File: src/rtl/move_collector.sv
// move_collector
//   After a move-generation pass, walks the per-square move FIFOs round-robin
//   through an external mux, reads one 160-bit word at a time, and streams the
//   valid 19-bit slots of each word out as 18-bit moves, one per handshake.
//   When every square reports done and every FIFO is empty, the pass ends with
//   finished=1 and mv_count holding the number of moves emitted (saturating).
//
// Ports
//   clk       in   clock
//   reset     in   asynchronous active-low reset
//   start     in   one-cycle pulse, begins a pass (honoured in IDLE and FIN)
//   sq_done   in   [NUM_SQ]  per-square generation-done flags
//   sq_empty  in   [NUM_SQ]  per-square FIFO empty flags
//   sq_sel    out  [SEL_W]   square whose FIFO q/rdreq are muxed to us
//   rden      out  read request to the selected FIFO
//   fifo_q    in   [160]     selected FIFO word, valid the cycle after rden
//   mv_data   out  [18]      {promote,pawn,pawn2,ep,castle,capture,from,to}
//   mv_valid  out  mv_data valid
//   mv_ready  in   downstream accept
//   busy      out  pass in progress
//   finished  out  pass complete, held until the next start
//   mv_count  out  [CNT_W]   moves emitted this pass, saturating
module move_collector #(
  parameter int NUM_SQ = 64,
  parameter int SEL_W  = 6,
  parameter int CNT_W  = 8
) (
  input  logic              clk,
  input  logic              reset,
  input  logic              start,
  input  logic [NUM_SQ-1:0] sq_done,
  input  logic [NUM_SQ-1:0] sq_empty,
  output logic [SEL_W-1:0]  sq_sel,
  output logic              rden,
  input  logic [159:0]      fifo_q,
  output logic [17:0]       mv_data,
  output logic              mv_valid,
  input  logic              mv_ready,
  output logic              busy,
  output logic              finished,
  output logic [CNT_W-1:0]  mv_count
);

  localparam int SLOTS  = 8;
  localparam int SLOT_W = 19;
  localparam int WORD_W = SLOTS * SLOT_W;

  typedef enum logic [2:0] {
    S_IDLE,
    S_SCAN,
    S_READ,
    S_WAIT,
    S_UNPK,
    S_FIN
  } state_t;

  state_t              state_q, state_d;
  logic [SEL_W-1:0]    sel_q, sel_d;
  logic [WORD_W-1:0]   word_q, word_d;
  logic [SLOTS-1:0]    mask_q, mask_d;
  logic [CNT_W-1:0]    cnt_q, cnt_d;
  logic [2:0]          pick;
  logic                all_drained;
  logic                unused_fifo_hi;

  // Saturating increment of the move counter.
  function automatic logic [CNT_W-1:0] sat_inc(input logic [CNT_W-1:0] c);
    return (&c) ? c : c + 1'b1;
  endfunction

  // Index of the lowest set mask bit; invalid slots are skipped in zero cycles.
  function automatic logic [2:0] first_set(input logic [SLOTS-1:0] m);
    logic [2:0] idx;
    idx = '0;
    for (int k = SLOTS - 1; k >= 0; k--) begin
      if (m[k]) idx = 3'(k);
    end
    return idx;
  endfunction

  assign pick           = first_set(mask_q);
  assign all_drained    = (&sq_done) & (&sq_empty);
  // The top byte of the FIFO word carries no slot.
  assign unused_fifo_hi = ^fifo_q[159:WORD_W];

  assign sq_sel   = sel_q;
  assign mv_count = cnt_q;
  assign busy     = (state_q == S_SCAN) || (state_q == S_READ) ||
                    (state_q == S_WAIT) || (state_q == S_UNPK);
  assign finished = (state_q == S_FIN);

  always_comb begin
    state_d  = state_q;
    sel_d    = sel_q;
    word_d   = word_q;
    mask_d   = mask_q;
    cnt_d    = cnt_q;
    rden     = 1'b0;
    mv_valid = (state_q == S_UNPK) && (mask_q != '0);
    mv_data  = mv_valid ? word_q[SLOT_W * int'(pick) +: 18] : '0;

    case (state_q)
      S_IDLE, S_FIN: begin
        if (start) begin
          state_d = S_SCAN;
          sel_d   = '0;
          cnt_d   = '0;
        end
      end
      S_SCAN: begin
        if (all_drained) begin
          state_d = S_FIN;
        end else if (!sq_empty[sel_q]) begin
          state_d = S_READ;
        end else begin
          sel_d = (sel_q == SEL_W'(NUM_SQ - 1)) ? '0 : sel_q + 1'b1;
        end
      end
      S_READ: begin
        // Guarded so an empty FIFO is never popped.
        rden    = ~sq_empty[sel_q];
        state_d = S_WAIT;
      end
      S_WAIT: begin
        word_d = fifo_q[WORD_W-1:0];
        for (int k = 0; k < SLOTS; k++) begin
          mask_d[k] = ~fifo_q[SLOT_W * k + SLOT_W - 1];
        end
        state_d = S_UNPK;
      end
      S_UNPK: begin
        // Stay on the same square: it may hold further words.
        if (mask_q == '0) begin
          state_d = S_SCAN;
        end else if (mv_ready) begin
          mask_d[pick] = 1'b0;
          cnt_d        = sat_inc(cnt_q);
        end
      end
      default: state_d = S_IDLE;
    endcase
  end

  always_ff @(posedge clk or negedge reset) begin
    if (!reset) begin
      state_q <= S_IDLE;
      sel_q   <= '0;
      mask_q  <= '0;
      cnt_q   <= '0;
    end else begin
      state_q <= state_d;
      sel_q   <= sel_d;
      mask_q  <= mask_d;
      cnt_q   <= cnt_d;
    end
  end

  // Word payload needs no reset; the mask qualifies it.
  always_ff @(posedge clk) begin
    word_q <= word_d;
  end

endmodule

File: config.mk
export PLATFORM = sky130hd
export DESIGN_NAME = move_collector
export DESIGN_NICKNAME = d
export VERILOG_FILES = /design/src/rtl/move_collector.sv
export SDC_FILE = /design/constraint.sdc
export NUM_CORES = 1
export LEC_CHECK = 0
export BUFFER_PORTS_ARGS = -buffer_cell sky130_fd_sc_hd__buf_2
export CELL_PAD_IN_SITES_DETAIL_PLACEMENT = 0
export CELL_PAD_IN_SITES_GLOBAL_PLACEMENT = 1
export CORE_MARGIN = 2
export CORE_UTILIZATION = 33
export CTS_CLUSTER_SIZE = 14
export DETAILED_ROUTE_END_ITERATION = 7
export GPL_ROUTABILITY_DRIVEN = 0
export HOLD_SLACK_MARGIN = 0.1
export PLACE_DENSITY = 0.78
export SYNTH_ARGS = -nofsm -noshare
export SYNTH_HDL_FRONTEND = slang
export SYNTH_SLANG_ARGS = --single-unit
File: constraint.sdc
create_clock -name clk -period 4 [get_ports clk]
set_input_delay 0.8 -clock clk [delete_from_list [all_inputs] [get_ports clk]]
set_output_delay 0.8 -clock clk [all_outputs]
set_load 0.02 [all_outputs]
After elaboration in Yosys (flattened, before gate mapping). Cells that the tools add are included.

$add $sub $neg: 2. Multipliers: 1. $lt $le $gt $ge: 3. Equal/unequal tests: 14. Shift-type cells: 1. Mux-type cells: 32. Bitwise logic cells: 12. Reduce and logical (&&, ||, !) cells: 19.

Operators by type and width (number): 152-bit by 9-bit variable part select with 18-bit output (1); 64-bit AND reduction (2); 8-bit two-way mux (6); 3-bit two-way mux (12); 8-bit one-hot mux with 2 select lines (2); 6-bit two-way mux (4); 18-bit two-way mux (1); 3-bit one-hot mux with 5 select lines (1); 6-bit one-hot mux with 2 select lines (1); 2-bit != test (second input constant) (5); 1-bit inverter (9); 8-bit by 1-bit adder with 8-bit output (second input constant) (1); 8-bit AND (1); 8-bit zero test (1); 5-bit by 3-bit multiplier with 8-bit output (first input constant) (1); 8-bit inverter (1); 8-bit AND reduction (1); 8-bit nonzero test (1); 6-bit by 7-bit < comparator with 1-bit output (second input constant) (1); 6-bit by 1-bit adder with 6-bit output (second input constant) (1); 1-bit binary-select mux with 6-bit select (1); 3-bit by 2-bit == test with 1-bit output (second input constant) (2); 3-bit == test (second input constant) (2); 6-bit == test (second input constant) (1); other kinds (16) (25).

Register bits after elaboration: 177. Input port bits: 292. Output and inout bits: 36. Logic and storage cells: 89.

Longest topological paths before layout. Gate-level depths: netlist of run 1.

Word-level depth: 17. Gate-level depth with buffers: 10. Depth with buffers taken out: 7.

Worst setup path after synthesis of run 1. Ideal clock, no wire load.

Kind: register to register. Start point: reg state_q[0]. End point: reg word_q[0], enable pin. Setup time: 0.496 ns. Arrival: 3.869 ns. Data required time: 3.504 ns. Setup slack: -0.365 ns. Stages on the path, launching flop included: 6. Path buffers: 1. Clock period less this slack: 4.365 ns. Path through: dfrtp_1 > clkbuf_1 > inv_1 > nor2_1 > nand2_1 > inv_1.

Longest elaborated chain between the ends: 1.

RTL lines: start, declared (RTL line 57) `state_t state_q, state_d;`; start signal, assigned (RTL line 151) `state_q <= state_d;`; 3-bit by 2-bit == test with 1-bit output (RTL line 102) `case (state_q)`; end signal, assigned (RTL line 160) `word_q <= word_d;`; end, declared (RTL line 59) `logic [WORD_W-1:0] word_q, word_d;`.

Every way passes these cells. A chain may end at the register's enable or synchronous reset.

Worst setup path after layout of run 1.
Start point: reg mask_q[6]. End point: out mv_data[7].

Longest elaborated chain between the ends: 10. Elaborated cells between the ends (all ways): 12. Those cells by class: mul: 1; shift: 1; mux: 8; reduce/logical: 2.

RTL lines: start, declared (RTL line 60) `logic [SLOTS-1:0] mask_q, mask_d;`; start signal, assigned (RTL line 153) `mask_q <= mask_d;`; 3-bit two-way mux (7 in a row) (RTL line 76) `if (m[k]) idx = 3'(k);`; 5-bit by 3-bit multiplier with 8-bit output (RTL line 100) `mv_data = mv_valid ? word_q[SLOT_W * int'(pick) +: 18] : '0;`; 152-bit by 9-bit variable part select with 18-bit output (RTL line 100); 18-bit two-way mux (*) (RTL line 100); end, declared (RTL line 36) `output logic [17:0] mv_data,`.

Mark *: on every way between the ends. The rest lies on a longest branch, timed or not.

==> results of run 1 <==
## worst max-delay path, cell delays in order, from the launching register on
cell and delay (ps):
dfrtp_1 410, nand2b_1 150, a21oi_1 140, o21bai_1 130
a21oi_4 670, buf_4 280, mux2i_1 220, a32oi_1 80
and3_1 240, buf_2 160
## power groups by stage
| stage | Clock [mW] | Sequential (mW) | Combinational (mW) |
|---|---|---|---|
| 5_1_grt | 1.79 | 2.59 | 2.68 |
| 2_1_floorplan | 0 | 2.54 | 1.65 |
| 6_report | 1.68 | 2.55 | 2.43 |
| 3_5_place_dp | 0 | 2.58 | 2.45 |
| 3_3_place_gp | 0 | 2.57 | 2.43 |
| 4_1_cts | 1.71 | 2.54 | 2.46 |
## flip-flops by register name, indices dropped and copies added (netlist names)
name,cells
mask_q,8
mv_count,8
word_q,144
state_q,3
sq_sel,6
## cell type report
type / count / area share, %
sequential: 169 / 47.5
inverter: 12 / 0.468
clock inverter: 15 / 1.82
multi-input combinational: 394 / 25.4
clock buffer: 17 / 4.08
antenna: 7 / 0.168
timing repair buffer: 336 / 16.8
tap: 319 / 3.83
## kinds of logic (layout without fill, tap and decap cells)
| family | count (synthesis) | after routing | synth area share, % |
|---|---|---|---|
| DFF | 169 | 169 | 63.6 |
| xor gates and xnor gates | 1 | 1 | 0.113 |
| AOI/OAI and AO/OA | 149 | 149 | 12.8 |
| adders and majority gates | 2 | 2 | 0.322 |
| muxes | 41 | 41 | 7.53 |
| buffers and inverters | 46 | 380 | 2.59 |
| and+or+nand+nor | 201 | 201 | 13.0 |
| other | 0 | 7 | 0 |
## cell usage after synthesis (all sizes together), types with 3 or more instances
cell	instances	area [um^2]
mux4	11	278
o21ai	53	277
nand2	75	282
nand2b	9	56.3
a21oi	12	60.1
o2111ai	5	43.8
o31ai	4	35.0
o22ai	20	125
and3	13	81.3
nor3	5	36.3
o2bb2ai	3	32.5
a31oi	17	106
a32oi	12	105
inv	12	45.0
edfxtp	144	4320
nand4	34	213
buf	11	70.1
nor2	31	116
mux2i	24	240
dfrtp	25	626
clkbuf	23	86.3
o221ai	4	35.0
a221o	3	30.0
nand3	6	30.0
nor4	15	100
mux2	6	67.6
o211ai	4	30.0
## routing by layer
metal	share of wire, %	vias up	routed length, um
met1	41	2940	9040
li1	-	3079	-
met5	0.16	-	34
met3	8.6	39	1880
met2	48	281	10400
met4	2.1	6	462
## worst min path at each step
stage | end | slack [ps] | cells past startpoint
2_1_floorplan | mask_q[0]$_DFFE_PN0P_ | 500 | 0
3_3_place_gp | mv_count[1]$_DFFE_PN0P_ | 520 | 2
3_5_place_dp | mv_count[7]$_DFFE_PN0P_ | 530 | 1
4_1_cts | mask_q[2]$_DFFE_PN0P_ | 380 | 1
5_1_grt | mv_count[3]$_DFFE_PN0P_ | 400 | 1
6_report | mv_count[0]$_DFFE_PN0P_ | 370 | 1
## per-stage QoR
stage / util, % / hold WS, ps / cells / setup WS [ps] / power, mW
final: 44.7 / 368 / 1269 / 277 / 6.65
after global routing: 44.7 / 401 / 1266 / 62.5 / 7.06
after CTS: 44.6 / 376 / 1262 / 113 / 6.71
after detailed placement: 42.0 / 527 / 1230 / 519 / 5.03
after global placement: 42.0 / 520 / 1230 / 562 / 5.00
after floorplan: - / 504 / 609 / 456 / 4.20
## repair_timing
item,4_1_cts,5_1_grt
hold buffers,0,0
resized for setup,0,1
setup endpoints to repair,0,1
==> impl_metrics.tcl, run 1 <==
set metrics [dict create \
    status "completed" \
    cts_sinks 169 \
    ys_types 60 \
    syn_area_mm2 0.00778 \
    power_density_mw_per_mm2 638 \
    post_drt_wl_per_cell_um 17.2 \
    clock-root-buffer "clkbuf_16" \
    track_usage_pct 17.4 \
    cp-endpoint "mv_data[7]" \
    hold_class "in -> async" \
    setup_tns_ps 0 \
    nFillCells 2199 \
    cp.required_ps 3200 \
    setup_viol 0 \
    max-cap-violations 0 \
    r2r_setup_slack_ps 1420 \
    cts_buffers 17 \
    p_int_mw 4.10 \
    synthFlopType "edfxtp_1" \
    worst_pin_slew_ps 963 \
    async_reset_ff_share_pct 14.8 \
    met1_usage_pct 20.6 \
    post_cts_buffers 0 \
    p_comb_share_pct 36.4 \
    cp-start-kind "flop" \
    placed_cell_area_mm2 0.00979 \
    rsz0062_at_grt "no" \
    layout_common_cells "319 x buf_2, 144 x edfxtp_1, 75 x nand2_1, 50 x o21ai_0, 34 x nand4_1" \
    register_area_mm2 0.00495 \
    critPathMaxFanout 22 \
    dieArea_mm2 0.0248 \
    rows 56 \
    cts_tree "built" \
    vias 6345 \
    relSlewSlack_pct 35.3 \
    yosys_warnings 0 \
    drc 0 \
    grt_pass1_vias 6412 \
    p_seq_share_pct 38.3 \
    die-height_um 158 \
    fin_crit_ps 3720 \
    grtUsageMet3_pct 5.51 \
    irDropWorstVdd_uv 319 \
    hold_viol 0 \
    slew_violations 0 \
    final_common_cell "buf_2" \
    clk_latency_ps 440 \
    antenna_found_initial 9 \
    coreArea_mm2 0.0233 \
    grt_overflow 0 \
    switching_share_pct 38.4 \
    final_cell_area_mm2 0.0104 \
    multi_input_area_mm2 0.00265 \
    critPathKind "reg -> out" \
    avgViaCountPerCell 5.00 \
    top_usage_layer "met2" \
    grt.met2_usage_pct 29.4 \
    yosys_register_bits 169 \
    nNetsFinal 1224 \
    initial_core_util_pct 33.3 \
    p_switching_mw 2.55 \
    final_antenna_net_count 0 \
    netlist_instances 609 \
    syn_avg_cell_area_um2 12.8 \
    startpoint "mask_q[6]$_DFFE_PN0P_" \
    synth_nets 903 \
    top_level_ports 328 \
    firstDrtPassIters 5 \
    h-tree-depth 4 \
    drive_above_1_share_pct 41.6 \
    fmax_mhz 269 \
    grt_pass1_wl_mm 32.9 \
    syn_to_final_growth_pct 34.1 \
    fp.dieW_um 158 \
    cts_buffer_depth 2 \
    critPathArrivalTime_ps 2920 \
    drt_iter0_drc 347 \
    routed_wl_mm 21.8 \
    reg2reg_to "sq_sel[0]$_DFFE_PN0P_" \
    portBuffers 319 \
    fin_crit_sh_pct 93.1 \
    p_clk_share_pct 25.3 \
    synth-seq-area-share_pct 63.6 \
    dpl.hpwl_mm 16.4 \
    rr_worst_depth 9 \
    leakage_nw 4.19 \
    skew_ps 10.3 \
    synth_edf_count 144 \
    clk_pin_slew_ps 70 \
    reg2reg_from "sq_sel[0]$_DFFE_PN0P_" \
    grt_max_degree 71 \
    end_kind "primary output" \
]
No activity file was read; power rests on OpenSTA's default activity.
==> run 2: changes to the inputs <==
- GPL_TIMING_DRIVEN: default -> 0
- PLACE_DENSITY: 0.78 -> 0.76
==> impl_metrics.tcl, run 2 (synthesized netlist as in run 1, its figures left out) <==
set metrics [dict create \
    status "completed" \
    critPathArrivalTime_ps 2990 \
    relSlewSlack_pct 37.2 \
    reg2reg_to "word_q[39]$_DFFE_PP_" \
    grt_pass1_wl_mm 33.1 \
    cp.required_ps 3200 \
    nNetsFinal 1248 \
    total_power_mw 6.74 \
    rr_worst_depth 7 \
    max-cap-violations 0 \
    hold_viol 0 \
    irDropWorstVdd_uv 448 \
    drive_above_1_share_pct 40.2 \
    leakage_nw 4.24 \
    end_kind "primary output" \
    dpl.hpwl_mm 17.4 \
    cts_buffer_depth 2 \
    final_common_cell "buf_2" \
    vias 6442 \
    cp-start-kind "flop" \
    rsz0062_at_grt "no" \
    die-height_um 158 \
    slew_violations 0 \
    critPathKind "reg -> out" \
    setup_tns_ps 0 \
    drt_iter0_drc 372 \
    layout_common_cells "325 x buf_2, 144 x edfxtp_1, 75 x nand2_1, 51 x o21ai_0, 34 x nand4_1" \
    cp_slowest_cell "clkbuf_1" \
    top_register "word_q" \
    power_density_mw_per_mm2 641 \
    hold_class "in -> async" \
    placed_cell_area_mm2 0.00987 \
    drc 0 \
    path_cells "nand2b_1 -> a21oi_1 -> o21bai_1 -> a21oi_1 -> buf_2 -> clkbuf_1 -> o21ai_0 -> nand3_1 -> a31oi_1 -> buf_2" \
    skew_ps 8.81 \
    hold_buffers 0 \
    r2r_setup_slack_ps 1260 \
    largest_reg_flops 144 \
    grt_overflow 0 \
    fp.dieW_um 158 \
    track_usage_pct 17.7 \
    final_antenna_net_count 0 \
    fmax_mhz 264 \
    clock-root-buffer "clkbuf_16" \
    final_cell_area_mm2 0.0105 \
    dpl_worst_slack_ps 297 \
    clk_latency_ps 430 \
    dieArea_mm2 0.0248 \
    portBuffers 319 \
    top_level_ports 328 \
    reg2reg_from "state_q[0]$_DFFE_PN0P_" \
    clk_pin_slew_ps 80 \
    cts_tree "built" \
    firstDrtPassIters 5 \
    rows 56 \
    cts_sinks 169 \
    cpPeakStageDelay_ps 500 \
    fin_ws_ps 215 \
    grt_pass1_vias 6215 \
    fin_crit_ps 3790 \
    h-tree-depth 4 \
    critPathMaxFanout 10 \
    coreArea_mm2 0.0233 \
    cts_buffers 17 \
    fin_crit_sh_pct 94.6 \
    grt_max_degree 38 \
    avgViaCountPerCell 5.00 \
    initial_core_util_pct 33.3 \
    syn_to_final_growth_pct 35.3 \
    final_core_util_pct 45.1 \
    routed_wl_mm 22.7 \
    post_drt_wl_per_cell_um 17.6 \
    antenna_found_initial 8 \
    setup_viol 0 \
    worst_pin_slew_ps 934 \
]
run 2: cell types whose count changed in the layout (fill, tap and decap cells not counted), sizes merged:
cell and change:
buf +1, diode -4, inv -4, clkinv +4, clkbuf +23, bufinv +1
clkinvlp -1
run 2: cell type report:
type | instances | area (um^2)
Antenna cell | 3 | 7.51
Buffer | 34 | 159
Clock buffer | 17 | 425
Clock inverter | 15 | 193
Fill cell | 2212 | 12800
Inverter | 12 | 48.8
Multi-Input combinational cell | 394 | 2640
Sequential cell | 169 | 4950
Tap cell | 319 | 399
Timing Repair Buffer | 326 | 1710
run 2: timing repair:
| action | 4_1_cts | 5_1_grt |
|---|---|---|
| gates resized for setup | 2 | 3 |
| pin swaps | 0 | 1 |
| setup buffers | 0 | 3 |
| endpoints found under the setup margin | 16 | 11 |
run 2: worst max path at each step:
stage	from	to	slack [ps]
CTS	mask_q[6]$_DFFE_PN0P_	mv_data[5]	1
detailed placement	state_q[0]$_DFFE_PN0P_	mv_data[10]	300
finish	mask_q[6]$_DFFE_PN0P_	mv_data[8]	210
global route	mask_q[6]$_DFFE_PN0P_	mv_data[6]	100
global placement	state_q[0]$_DFFE_PN0P_	word_q[142]$_DFFE_PP_	-650
floorplan	state_q[0]$_DFFE_PN0P_	word_q[0]$_DFFE_PP_	460
run 2: critical path, delay by kind of cell (launching register included):
kind / cells / cell delay (ps)
buf+inv: 3 / 1020
compound gates: 5 / 760
flops: 1 / 440
simple gates: 2 / 320
run 2: metrics by stage:
step                hold slack (ps)  cells
global placement                517   1247
CTS                             393   1283
detailed placement              533   1251
global route                    424   1288
finish                          375   1289
floorplan                       504    609
run 2: report_power, final:
group | total (mW) | switching, mW | internal, mW
Combinational | 2.57 | 1.64 | 0.933
Clock | 1.69 | 0.790 | 0.903
Sequential | 2.48 | 0.153 | 2.33
Total | 6.74 | 2.58 | 4.16
run 2: layer usage:
layer	track usage [%]	part of all wire [%]
met2	30.0	48
met1	21.8	42
met3	5.12	7.3
met5	0	0.30
met4	5.63	1.7
==> run 3: changes to the inputs <==
--- a/config.mk
+++ b/config.mk
@@ -10,4 +10,5 @@
 export CELL_PAD_IN_SITES_GLOBAL_PLACEMENT = 1
+export CORE_ASPECT_RATIO = 0.6
 export CORE_MARGIN = 2
-export CORE_UTILIZATION = 33
+export CORE_UTILIZATION = 25
 export CTS_CLUSTER_SIZE = 14
@@ -17,3 +18,3 @@
 export HOLD_SLACK_MARGIN = 0.1
-export PLACE_DENSITY = 0.76
+export PLACE_DENSITY = 0.6
 export SYNTH_ARGS = -nofsm -noshare
--- a/constraint.sdc
+++ b/constraint.sdc
@@ -3,2 +3,2 @@
 set_output_delay 0.8 -clock clk [all_outputs]
-set_load 0.02 [all_outputs]
+set_load 0.01 [all_outputs]
==> impl_metrics.tcl, run 3 (synthesized netlist as in run 1, its figures left out) <==
set metrics [dict create \
    vias 6508 \
    critPathArrivalTime_ps 2930 \
    drt_iter0_drc 572 \
    nFillCells 3081 \
    coreArea_mm2 0.0303 \
    dp.cells 1339 \
    skew_ps 13.2 \
    top_register "word_q" \
    multi_input_area_mm2 0.00266 \
    dpl.hpwl_mm 20.1 \
    clk_latency_ps 450 \
    fin_crit_ps 3730 \
    routed_wl_mm 26.8 \
    clk_pin_slew_ps 70 \
    irDropWorstVdd_uv 320 \
    setup_viol 0 \
    initial_core_util_pct 25.7 \
    fmax_mhz 268 \
    dpl_worst_slack_ps -106 \
    register_area_mm2 0.00495 \
    leakage_nw 4.22 \
    dieArea_mm2 0.0326 \
    cts_buffers 17 \
    cp_slowest_cell "a21oi_4" \
    grt_max_degree 45 \
    cp-start-kind "flop" \
    fin_cells 1379 \
    grt_overflow 0 \
    max-cap-violations 0 \
    hold_buffers 0 \
    path_cells "clkbuf_1 -> inv_1 -> nand2b_1 -> clkbuf_1 -> a21oi_4 -> clkbuf_2 -> nand3_1 -> a31oi_1 -> buf_2" \
    top_level_ports 328 \
    worst_pin_slew_ps 1080 \
    cpMostUsedCell "clkbuf_1" \
    final_antenna_net_count 0 \
    track_usage_pct 16.3 \
    critPathMaxFanout 11 \
    rsz0062_at_grt "no" \
    cpPeakStageDelay_ps 440 \
    portBuffers 319 \
    final_cell_area_mm2 0.0106 \
    drive_above_1_share_pct 40.5 \
    final_core_util_pct 35.0 \
    fin_ws_ps 270 \
    power_density_mw_per_mm2 653 \
    rows 49 \
    cts_sinks 169 \
    critPathKind "reg -> out" \
    h-tree-depth 4 \
    hold_viol 0 \
    timing.hold.ws_ps 373 \
    syn_to_final_growth_pct 36.4 \
    firstDrtPassIters 5 \
    hold_class "in -> async" \
    cts_tree "built" \
    grt_pass1_wl_mm 39.3 \
    avgViaCountPerCell 4.72 \
    end_kind "primary output" \
    drc 0 \
    fin_crit_sh_pct 93.3 \
    status "completed" \
    placed_cell_area_mm2 0.00995 \
    final_common_cell "buf_2" \
    slew_violations 0 \
    nNetsFinal 1245 \
    cp.required_ps 3200 \
    cts_buffer_depth 2 \
    die-height_um 141 \
    clock-root-buffer "clkbuf_16" \
    layout_common_cells "325 x buf_2, 144 x edfxtp_1, 75 x nand2_1, 51 x o21ai_0, 34 x nand4_1" \
    largest_reg_flops 144 \
    fp.dieW_um 232 \
    relSlewSlack_pct 27.6 \
    antenna_found_initial 8 \
    grt_pass1_vias 6459 \
    post_drt_wl_per_cell_um 19.4 \
]
run 3: metal layers:
layer,vias up,share of wire (%),track usage (%)
met4,4,1.6,5.20
met3,30,6.0,4.07
li1,3130,-,-
met1,3148,50,24.4
met2,196,43,22.6
met5,-,0.10,0
run 3: power breakdown:
part           total [mW]  switching [mW]  internal [mW]
Clock                1.73           0.742          0.985
Combinational        2.70            1.78          0.924
Sequential           2.50           0.168           2.33
run 3: worst paths after layout:
path,start,to,slack [ps],cells past startpoint
max,state_q[0]$_DFFE_PN0P_,mv_data[14],270,9
min,reset,mv_count[5]$_DFFE_PN0P_,370,1
max reg2reg,state_q[0]$_DFFE_PN0P_,word_q[61]$_DFFE_PP_,1010,7
min reg2reg,mv_count[7]$_DFFE_PN0P_,mv_count[7]$_DFFE_PN0P_,550,1
max in group asynchronous,reset,sq_sel[1]$_DFFE_PN0P_,3180,1
min in group clk,fifo_q[32],word_q[32]$_DFFE_PP_,520,1
run 3: final cells by class:
cell class                      count  area share [%]
Clock inverter                     15            1.63
Timing Repair Buffer              324            15.8
Antenna cell                        7           0.165
Multi-Input combinational cell    394            25.0
Buffer                             33            1.49
Clock buffer                       17            4.01
Tap cell                          408            4.81
Inverter                           12           0.460
Sequential cell                   169            46.6
run 3: per-stage QoR:
step / setup TNS, ps / total power [mW]
2_1_floorplan: 0 / 4.14
3_3_place_gp: -148160 / 5.21
3_5_place_dp: -266 / 5.20
4_1_cts: 0 / 6.94
5_1_grt: 0 / 7.36
6_report: 0 / 6.93
run 3: critical path: cells and delay by family, from the launching register on:
kind                   cells  cell delay (ps)
AO/OA/AOI/OAI              2              620
buffers and inverters      5             1220
flip-flops                 1              360
AND/OR/NAND/NOR            2              260
run 3: repair_timing:
| item | CTS | global route |
|---|---|---|
| gates resized for setup | 3 | 8 |
| endpoints found under the setup margin | 19 | 12 |
| setup buffers | 0 | 2 |
| pin swaps | 0 | 1 |
